`config.mk`:
```
export PLATFORM = sky130hd
export DESIGN_NAME = gtx_prbs_err_mon_c160_flat
export DESIGN_NICKNAME = d
export VERILOG_FILES = /design/src/rtl/gtx_prbs_err_mon_c160_pkg.sv /design/src/rtl/gtx_prbs_err_mon_c160_if.sv /design/src/rtl/gtx_prbs_err_mon_c160_sat_cnt.sv /design/src/rtl/gtx_prbs_err_mon_c160.sv /design/src/flat_wrapper.sv
export SDC_FILE = /design/constraint.sdc
export NUM_CORES = 1
export LEC_CHECK = 0
export ABC_AREA = 1
export CAP_MARGIN = 15
export CORE_MARGIN = 4
export CORE_UTILIZATION = 43
export CTS_BUF_LIST = sky130_fd_sc_hd__clkbuf_16
export CTS_CLUSTER_SIZE = 16
export DETAILED_ROUTE_END_ITERATION = 12
export HOLD_SLACK_MARGIN = 0.08
export MAX_ROUTING_LAYER = met4
export PLACE_DENSITY = 0.78
export SYNTH_ARGS = -nofsm -noshare
export SYNTH_HDL_FRONTEND = slang
export SYNTH_SLANG_ARGS = --single-unit
```
`constraint.sdc`:
```
create_clock -name REC_CLK -period 4.3 [get_ports REC_CLK]
set_input_delay 0.86 -clock REC_CLK [delete_from_list [all_inputs] [get_ports REC_CLK]]
set_output_delay 0.86 -clock REC_CLK [all_outputs]
set_load 0.005 [all_outputs]
```
`src/rtl/gtx_prbs_err_mon_c160_pkg.sv`:
```
// gtx_prbs_err_mon_c160_pkg: lock-FSM state encoding and default thresholds/widths
package gtx_prbs_err_mon_c160_pkg;
    typedef enum logic [1:0] {
        S_IDLE   = 2'd0,
        S_ACQ    = 2'd1,
        S_LOCKED = 2'd2,
        S_LOST   = 2'd3
    } state_t;
    localparam int DEF_LOCK_CNT   = 8;
    localparam int DEF_UNLOCK_CNT = 4;
    localparam int DEF_ERR_W      = 16;
    localparam int DEF_WORD_W     = 32;
endpackage

```
`src/rtl/gtx_prbs_err_mon_c160_if.sv`:
```
// gtx_prbs_err_mon_c160_if: checker flags, clear/snapshot strobes and status/counter readout
// master drives CE3/STRT_MTCH/VALID/MATCH/CLR/SNAP; slave (the monitor) drives status and counters
interface gtx_prbs_err_mon_c160_if import gtx_prbs_err_mon_c160_pkg::*; #(
    parameter int ERR_W  = DEF_ERR_W,
    parameter int WORD_W = DEF_WORD_W
);
    logic              CE3;
    logic              STRT_MTCH;
    logic              VALID;
    logic              MATCH;
    logic              CLR;
    logic              SNAP;
    logic              LOCKED;
    logic              SYNC_LOST;
    logic              ERR_STB;
    logic [ERR_W-1:0]  ERR_CNT;
    logic [WORD_W-1:0] WORD_CNT;
    logic [ERR_W-1:0]  SNAP_ERR;
    logic [WORD_W-1:0] SNAP_WORD;
    modport master (
        output CE3, STRT_MTCH, VALID, MATCH, CLR, SNAP,
        input  LOCKED, SYNC_LOST, ERR_STB, ERR_CNT, WORD_CNT, SNAP_ERR, SNAP_WORD
    );
    modport slave (
        input  CE3, STRT_MTCH, VALID, MATCH, CLR, SNAP,
        output LOCKED, SYNC_LOST, ERR_STB, ERR_CNT, WORD_CNT, SNAP_ERR, SNAP_WORD
    );
endinterface

```
`src/rtl/gtx_prbs_err_mon_c160_sat_cnt.sv`:
```
// gtx_prbs_err_mon_c160_sat_cnt: saturating up-counter, sync clear has priority over ce
// ports: REC_CLK, RST_N (async, active low), ce (count), clr (sync clear), cnt (value)
module gtx_prbs_err_mon_c160_sat_cnt #(
    parameter int W = 16
) (
    input  logic         REC_CLK,
    input  logic         RST_N,
    input  logic         ce,
    input  logic         clr,
    output logic [W-1:0] cnt
);
    logic [W-1:0] cnt_q, cnt_d;
    always_comb cnt_d = clr ? '0 : (ce && !(&cnt_q)) ? cnt_q + W'(1) : cnt_q;
    always_ff @(posedge REC_CLK or negedge RST_N)
        if (!RST_N) cnt_q <= '0;
        else        cnt_q <= cnt_d;
    assign cnt = cnt_q;
endmodule

```
`src/rtl/gtx_prbs_err_mon_c160.sv`:
```
// gtx_prbs_err_mon_c160: PRBS lock FSM with saturating word/error counters and snapshot
// ports: REC_CLK, RST_N (async, active low), bus (slave side of gtx_prbs_err_mon_c160_if)
module gtx_prbs_err_mon_c160 import gtx_prbs_err_mon_c160_pkg::*; #(
    parameter int LOCK_CNT   = DEF_LOCK_CNT,
    parameter int UNLOCK_CNT = DEF_UNLOCK_CNT,
    parameter int ERR_W      = DEF_ERR_W,
    parameter int WORD_W     = DEF_WORD_W
) (
    input logic                    REC_CLK,
    input logic                    RST_N,
    gtx_prbs_err_mon_c160_if.slave bus
);
    localparam int RUN_W  = $clog2(LOCK_CNT + 1);
    localparam int MISS_W = $clog2(UNLOCK_CNT + 1);
    state_t            state_q, state_d;
    logic [RUN_W-1:0]  run_q, run_d, run_nxt;
    logic [MISS_W-1:0] miss_q, miss_d, miss_nxt;
    logic              sync_lost_q, sync_lost_d;
    logic              err_stb_q, err_stb_d;
    logic [ERR_W-1:0]  snap_err_q, snap_err_d;
    logic [WORD_W-1:0] snap_word_q, snap_word_d;
    logic              word_inc, err_inc, lost_set;
    always_comb begin
        state_d  = state_q;
        run_d    = run_q;
        miss_d   = miss_q;
        word_inc = 1'b0;
        err_inc  = 1'b0;
        lost_set = 1'b0;
        run_nxt  = run_q + RUN_W'(1);
        miss_nxt = miss_q + MISS_W'(1);
        // a start pattern or a dropped VALID aborts whatever the link was doing
        if (bus.CE3) begin
            if (bus.STRT_MTCH || !bus.VALID) state_d = S_IDLE;
            else case (state_q)
                S_IDLE: begin
                    state_d = S_ACQ;
                    run_d   = '0;
                end
                S_ACQ: begin
                    run_d = bus.MATCH ? run_nxt : '0;
                    if (bus.MATCH && run_nxt == RUN_W'(LOCK_CNT)) begin
                        state_d = S_LOCKED;
                        miss_d  = '0;
                    end
                end
                S_LOCKED: begin
                    word_inc = 1'b1;
                    err_inc  = !bus.MATCH;
                    miss_d   = bus.MATCH ? '0 : miss_nxt;
                    if (!bus.MATCH && miss_nxt == MISS_W'(UNLOCK_CNT)) begin
                        state_d  = S_LOST;
                        lost_set = 1'b1;
                    end
                end
                default: begin
                    state_d = S_ACQ;
                    run_d   = '0;
                end
            endcase
        end
        sync_lost_d = !bus.CLR && (sync_lost_q || lost_set);
        err_stb_d   = err_inc && !bus.CLR;
        // snapshot takes the pre-update counter values, so SNAP+CLR loses nothing
        snap_err_d  = bus.SNAP ? bus.ERR_CNT : snap_err_q;
        snap_word_d = bus.SNAP ? bus.WORD_CNT : snap_word_q;
    end
    always_ff @(posedge REC_CLK or negedge RST_N)
        if (!RST_N) begin
            state_q     <= S_IDLE;
            run_q       <= '0;
            miss_q      <= '0;
            sync_lost_q <= 1'b0;
            err_stb_q   <= 1'b0;
            snap_err_q  <= '0;
            snap_word_q <= '0;
        end else begin
            state_q     <= state_d;
            run_q       <= run_d;
            miss_q      <= miss_d;
            sync_lost_q <= sync_lost_d;
            err_stb_q   <= err_stb_d;
            snap_err_q  <= snap_err_d;
            snap_word_q <= snap_word_d;
        end
    gtx_prbs_err_mon_c160_sat_cnt #(.W(ERR_W)) u_err_cnt (
        .REC_CLK (REC_CLK),
        .RST_N   (RST_N),
        .ce      (err_inc),
        .clr     (bus.CLR),
        .cnt     (bus.ERR_CNT)
    );
    gtx_prbs_err_mon_c160_sat_cnt #(.W(WORD_W)) u_word_cnt (
        .REC_CLK (REC_CLK),
        .RST_N   (RST_N),
        .ce      (word_inc),
        .clr     (bus.CLR),
        .cnt     (bus.WORD_CNT)
    );
    assign bus.LOCKED    = state_q == S_LOCKED;
    assign bus.SYNC_LOST = sync_lost_q;
    assign bus.ERR_STB   = err_stb_q;
    assign bus.SNAP_ERR  = snap_err_q;
    assign bus.SNAP_WORD = snap_word_q;
endmodule

```
`src/flat_wrapper.sv`:
```
// flat-port wrapper written by rule: the top's interface ports become plain ports
module gtx_prbs_err_mon_c160_flat import gtx_prbs_err_mon_c160_pkg::*;
#(
    parameter int LOCK_CNT   = DEF_LOCK_CNT,
    parameter int UNLOCK_CNT = DEF_UNLOCK_CNT,
    parameter int ERR_W      = DEF_ERR_W,
    parameter int WORD_W     = DEF_WORD_W
)
  (REC_CLK, RST_N, bus_CE3, bus_STRT_MTCH, bus_VALID, bus_MATCH, bus_CLR, bus_SNAP, bus_LOCKED, bus_SYNC_LOST, bus_ERR_STB, bus_ERR_CNT, bus_WORD_CNT, bus_SNAP_ERR, bus_SNAP_WORD);
  gtx_prbs_err_mon_c160_if #(.ERR_W(ERR_W), .WORD_W(WORD_W)) bus_i ();
  input logic REC_CLK;
  input logic RST_N;
  input wire logic [$bits(bus_i.CE3)-1:0] bus_CE3;
  input wire logic [$bits(bus_i.STRT_MTCH)-1:0] bus_STRT_MTCH;
  input wire logic [$bits(bus_i.VALID)-1:0] bus_VALID;
  input wire logic [$bits(bus_i.MATCH)-1:0] bus_MATCH;
  input wire logic [$bits(bus_i.CLR)-1:0] bus_CLR;
  input wire logic [$bits(bus_i.SNAP)-1:0] bus_SNAP;
  output wire logic [$bits(bus_i.LOCKED)-1:0] bus_LOCKED;
  output wire logic [$bits(bus_i.SYNC_LOST)-1:0] bus_SYNC_LOST;
  output wire logic [$bits(bus_i.ERR_STB)-1:0] bus_ERR_STB;
  output wire logic [$bits(bus_i.ERR_CNT)-1:0] bus_ERR_CNT;
  output wire logic [$bits(bus_i.WORD_CNT)-1:0] bus_WORD_CNT;
  output wire logic [$bits(bus_i.SNAP_ERR)-1:0] bus_SNAP_ERR;
  output wire logic [$bits(bus_i.SNAP_WORD)-1:0] bus_SNAP_WORD;
  assign bus_i.CE3 = bus_CE3;
  assign bus_i.STRT_MTCH = bus_STRT_MTCH;
  assign bus_i.VALID = bus_VALID;
  assign bus_i.MATCH = bus_MATCH;
  assign bus_i.CLR = bus_CLR;
  assign bus_i.SNAP = bus_SNAP;
  assign bus_LOCKED = bus_i.LOCKED;
  assign bus_SYNC_LOST = bus_i.SYNC_LOST;
  assign bus_ERR_STB = bus_i.ERR_STB;
  assign bus_ERR_CNT = bus_i.ERR_CNT;
  assign bus_WORD_CNT = bus_i.WORD_CNT;
  assign bus_SNAP_ERR = bus_i.SNAP_ERR;
  assign bus_SNAP_WORD = bus_i.SNAP_WORD;
  gtx_prbs_err_mon_c160 #(.LOCK_CNT(LOCK_CNT), .UNLOCK_CNT(UNLOCK_CNT), .ERR_W(ERR_W), .WORD_W(WORD_W)) u_core (.REC_CLK(REC_CLK), .RST_N(RST_N), .bus(bus_i));
endmodule
```
Yosys cells after proc, flatten, opt, wreduce, memory -nomap -nowiden
Index checks and enable logic that the tools add are counted.
W data, S select, Z words.
- register bits after elaboration: 107
- input bits: 8
- output and inout bits: 99
- word-level logic and storage cells: 66
- add/subtract/negate cells: 4
- equality and inequality tests: 7
- mux-type cells: 23
- bitwise gates (word level): 2
- reductions and logical operators: 21
- operators by type and width (cell ; count):
    $mux W32 ; 2
    $add A32 B1 Y32 const B ; 1
    $mux W16 ; 2
    $reduce_and A32 Y1 ; 1
    $add A16 B1 Y16 const B ; 1
    $reduce_and A16 Y1 ; 1
    $mux W1 ; 10
    $pmux W4 S2 ; 1
    $logic_and A1 B1 Y1 ; 6
    $mux W2 ; 3
    $mux W3 ; 2
    $ne A3 B1 Y1 const B ; 2
    $pmux W3 S2 ; 1
    $reduce_and A3 Y1 ; 2
    $reduce_bool A2 Y1 ; 3
    $logic_not A1 Y1 ; 5
    $add A4 B1 Y4 const B ; 1
    $eq A4 B4 Y1 const B ; 1
    $mux W4 ; 1
    $pmux W2 S2 ; 1
    $reduce_and A4 Y1 ; 1
    $add A3 B1 Y3 const B ; 1
    $eq A3 B3 Y1 const B ; 1
    $eq A2 B1 Y1 const B ; 1
    4 further kinds ; 6

Longest topological paths before layout
- depth after elaboration: 9
- mapped depth: 13
- mapped depth without buffers: 11

Modules after synthesis
Synthesis repeated with hierarchy kept, for this count alone.
- cell total of the unflattened synthesis: 699
- area, all modules: 5821.8 um^2
- modules (own cells, without submodules) (module ; times used ; cells each ; area each (um^2) ; seq. area each (um^2)):
    gtx_prbs_err_mon_c160 ; 1 ; 184 ; 2494.9 ; 1476.4
    gtx_prbs_err_mon_c160_sat_cnt (u_core.u_word_cnt) ; 1 ; 350 ; 2242.2 ; 800.8
    gtx_prbs_err_mon_c160_sat_cnt (u_core.u_err_cnt) ; 1 ; 165 ; 1084.8 ; 400.4

Worst setup path after synthesis
OpenSTA, ideal clock, no wires.
- path type: in2reg
- from: input port bus_VALID
- to: register u_core.u_err_cnt.cnt_q[0], in the netlist u_core.u_err_cnt.cnt[0]
- library setup time: 131 ps
- arrival time: 1836 ps
- data required time: 4169 ps
- path slack: 2333 ps
- stages on the path: 8
- path buffers: 1
- cell sequence: inv_1 nor2_1 nand2_1 nor3_1 nand2_1 nand2_1 clkbuf_1 o21ai_0
- cells in the longest elaborated chain, start to end: 6
- RTL lines (item ; RTL line ; text):
    from (decl) ; flat_wrapper.sv:15 ; input wire logic [$bits(bus_i.VALID)-1:0] bus_VALID;
    $logic_not A1 Y1 ; gtx_prbs_err_mon_c160.sv:34 ; if (bus.STRT_MTCH || !bus.VALID) state_d = S_IDLE;
    $logic_or A1 B1 Y1 ; gtx_prbs_err_mon_c160.sv:34 ;
    $mux W1 ; gtx_prbs_err_mon_c160.sv:34 ;
    $mux W1 ; gtx_prbs_err_mon_c160.sv:33 ; if (bus.CE3) begin
    $logic_and A1 B1 Y1 ; gtx_prbs_err_mon_c160_sat_cnt.sv:13 ; always_comb cnt_d = clr ? '0 : (ce && !(&cnt_q)) ? cnt_q + W'(1) : cnt_q;
    $reduce_bool A2 Y1 (no line) ; -- ;
    to (signal assigned) ; gtx_prbs_err_mon_c160_sat_cnt.sv:16 ; else cnt_q <= cnt_d;
    to (decl) ; gtx_prbs_err_mon_c160_sat_cnt.sv:12 ; logic [W-1:0] cnt_q, cnt_d;
Every way passes these cells.
A chain may end at the register's enable or synchronous reset.

Final worst setup path
- from: input port bus_VALID
- to: register u_core.u_err_cnt.cnt_q[11], in the netlist u_core.u_err_cnt.cnt[11]
The elaborated chain is that of the path after synthesis.

==> results_dict.tcl <==
set metrics [dict create \
    outcome "finished clean" \
    cts-root-buf "clkbuf_16" \
    final_common_cell "nand2_1" \
    syn2layout_area_growth_pct 27.6 \
    initial_core_util 0.439 \
    pre_cts_ws_ps 1290 \
    endpoint_kind "flip-flop" \
    period_minus_slack_ps 2700 \
    slowest_delay_ps 450 \
    syn_area_per_cell_sq_um 7.76 \
    h-tree-depth 3 \
    cts_resized 0 \
    place_hpwl_um 10300 \
    grt_pass1_wl_um 24000 \
    worst-setup-path-type "input port to flip-flop" \
    dr.pass1.iters 7 \
    cpMaxStageDelayCell "clkdlybuf4s50_1" \
    maxSlewHeadroom 0.498 \
    remaining_drc_errors 0 \
    drtIter0Drc 390 \
    cts_buffers 9 \
    fmax_mhz 371 \
    vias 5037 \
    fill_cells 1200 \
    antenna_found_initial 0 \
    maxCapViolations 0 \
    syn-num-nets 731 \
    arrival_ps 2920 \
    worstMarginPinSlew_ps 753 \
    layout-drive-gt1-share 0.0648 \
    yosysWarnings 0 \
    dieArea_sq_um 14800 \
    finalWirelength_um 14200 \
    fp-row-count 41 \
    diodes 0 \
    ys_seq_area_frac 0.484 \
    ios 107 \
    setup-violations-final 0 \
    path_max_fanout 17 \
    finClkSkew_ps 6.95 \
    synth_area_sq_um 5540 \
    grt.overflow.total 0 \
    drv_slew 0 \
    gp_congestion 0.969 \
    clkTransAtPathRegs_ps 70 \
    die_h_um 121 \
    finalPower_mw 2.07 \
    die_x_um 121 \
    post_cts_buffers 0 \
    grt_pass1_vias 4729 \
    start_kind "input port" \
    synth_cell_types 29 \
    ys_seq_elements 107 \
    cellPowerDensity_nw_per_um2 293 \
    cp_cell_sequence "clkdlybuf4s50_1 > inv_1 > nor2_1 > nand2_1 > nor3_1 > nand2_1 > nand2_1 > inv_2 > nand2_1 > o21ai_0" \
    hold_class "flip-flop to flip-flop" \
    hold_viol 0 \
    clockBufferDepth 2 \
    grt_max_degree 59 \
    cp.required_ps 4520 \
    tns_ps 0 \
    cts_tree "yes" \
    drtAntennaViolNets 0 \
    leakage_nw 3.17 \
    peakVddDrop_mv 0.174 \
    core_area_sq_um 12600 \
    netlist_instances 714 \
    fin_crit_sh 0.627 \
    final_cell_mix "217 x nand2_1, 116 x nor2_1, 107 x dfrtp_1" \
    grt_use_total 0.209 \
    via_per_inst 5.09 \
    wl_per_cell_um 14.4 \
    nNetsFinal 830 \
    cp_common_cell "nand2_1" \
    cts.sinks 107 \
    layout_setup_ws_ps 1600 \
    holdBufCountCts 0 \
    rsz0062_at_grt "false" \
    clock_latency_ps 350 \
    port_buffers 106 \
]
## flip-flops by register name, summed over array words and instances (netlist names), 2 cells and up
name / cells
u_core.bus.SNAP_WORD: 32
u_core.u_word_cnt.cnt: 32
u_core.bus.SNAP_ERR: 16
u_core.u_err_cnt.cnt: 16
u_core.run_q: 4
u_core.miss_q: 3
u_core.state_q: 2
## critical path, delay by kind of cell
family                 cells  cell delay (ps)
buffers and inverters      3              700
AOI/OAI and AO/OA          1               80
and+or+nand+nor            6             1280
## logic make-up (layout without fill, tap and decap cells)
group / Yosys count / count (layout) / synth area share
simple gates: 420 / 420 / 0.315
flops: 107 / 107 / 0.484
buf+inv: 84 / 188 / 0.0608
compound gates: 57 / 57 / 0.0529
mux: 19 / 19 / 0.0386
xor+xnor: 18 / 18 / 0.0285
fa+ha+maj: 9 / 9 / 0.0203
## stage by stage
stage	hold slack (ps)	cells	utilization	cell area (sq um)
2_1_floorplan	453	714	-	5540
3_3_place_gp	467	974	0.535	6750
3_5_place_dp	475	974	0.535	6750
4_1_cts	493	990	0.560	7070
5_1_grt	519	990	0.560	7070
6_report	490	990	0.560	7070
## area by class of cell
cell class | instances | area [sq um] | share of cell area
clock buffers | 9 | 225 | 0.0319
clock inverters | 7 | 92.6 | 0.0131
inverters | 61 | 229 | 0.0324
multi-input cells | 523 | 2520 | 0.357
flip-flops and latches | 107 | 2680 | 0.379
well taps | 172 | 215 | 0.0305
repair buffers | 111 | 1100 | 0.156
## synth_stat cells (all sizes together)
| cell type | count | area (sq um) |
|---|---|---|
| dfrtp | 107 | 2680 |
| o21bai | 1 | 7.51 |
| o21ai | 23 | 115 |
| and2 | 1 | 6.26 |
| or2 | 1 | 6.26 |
| a21oi | 31 | 155 |
| inv | 61 | 229 |
| xor2 | 14 | 123 |
| nor3 | 5 | 25.0 |
| xnor2 | 4 | 35.0 |
| buf | 12 | 66.3 |
| nand3 | 49 | 250 |
| o22ai | 1 | 6.26 |
| clkbuf | 11 | 41.3 |
| a31o | 1 | 8.76 |
| nor2 | 118 | 458 |
| ha | 9 | 113 |
| nand2 | 220 | 838 |
| nand4 | 25 | 156 |
| nor4 | 1 | 6.26 |
| mux2 | 19 | 214 |
## worst paths after layout
path,cells after the start,to,slack [ps],from
max in group asynchronous,2,u_core.u_word_cnt.cnt[14],2860,RST_N
hold / removal,2,u_core.miss_q[2],490,u_core.miss_q[2]
setup / recovery,10,u_core.u_err_cnt.cnt[11],1600,bus_VALID
hold reg to reg,2,u_core.miss_q[2],490,u_core.miss_q[2]
min in group asynchronous,1,u_core.bus.SNAP_WORD[27],580,RST_N
setup reg to reg,11,u_core.u_word_cnt.cnt[11],1910,u_core.u_word_cnt.cnt[1]
## report_power, final
group	internal, mW	switching (mW)	total [mW]
combinational	0.0610	0.0849	0.146
clock	0.508	0.372	0.880
sequential	1.03	0.0142	1.04
total	1.60	0.471	2.07
## layer usage
metal / GRT usage / vias up / routed length [um]
met5: - / - / 0
li1: - / 2504 / -
met2: 0.303 / 136 / 6290
met3: 0.0382 / 20 / 769
met1: 0.299 / 2377 / 6900
met4: 0.0679 / 0 / 252
(Power assumes the default switching activity.)
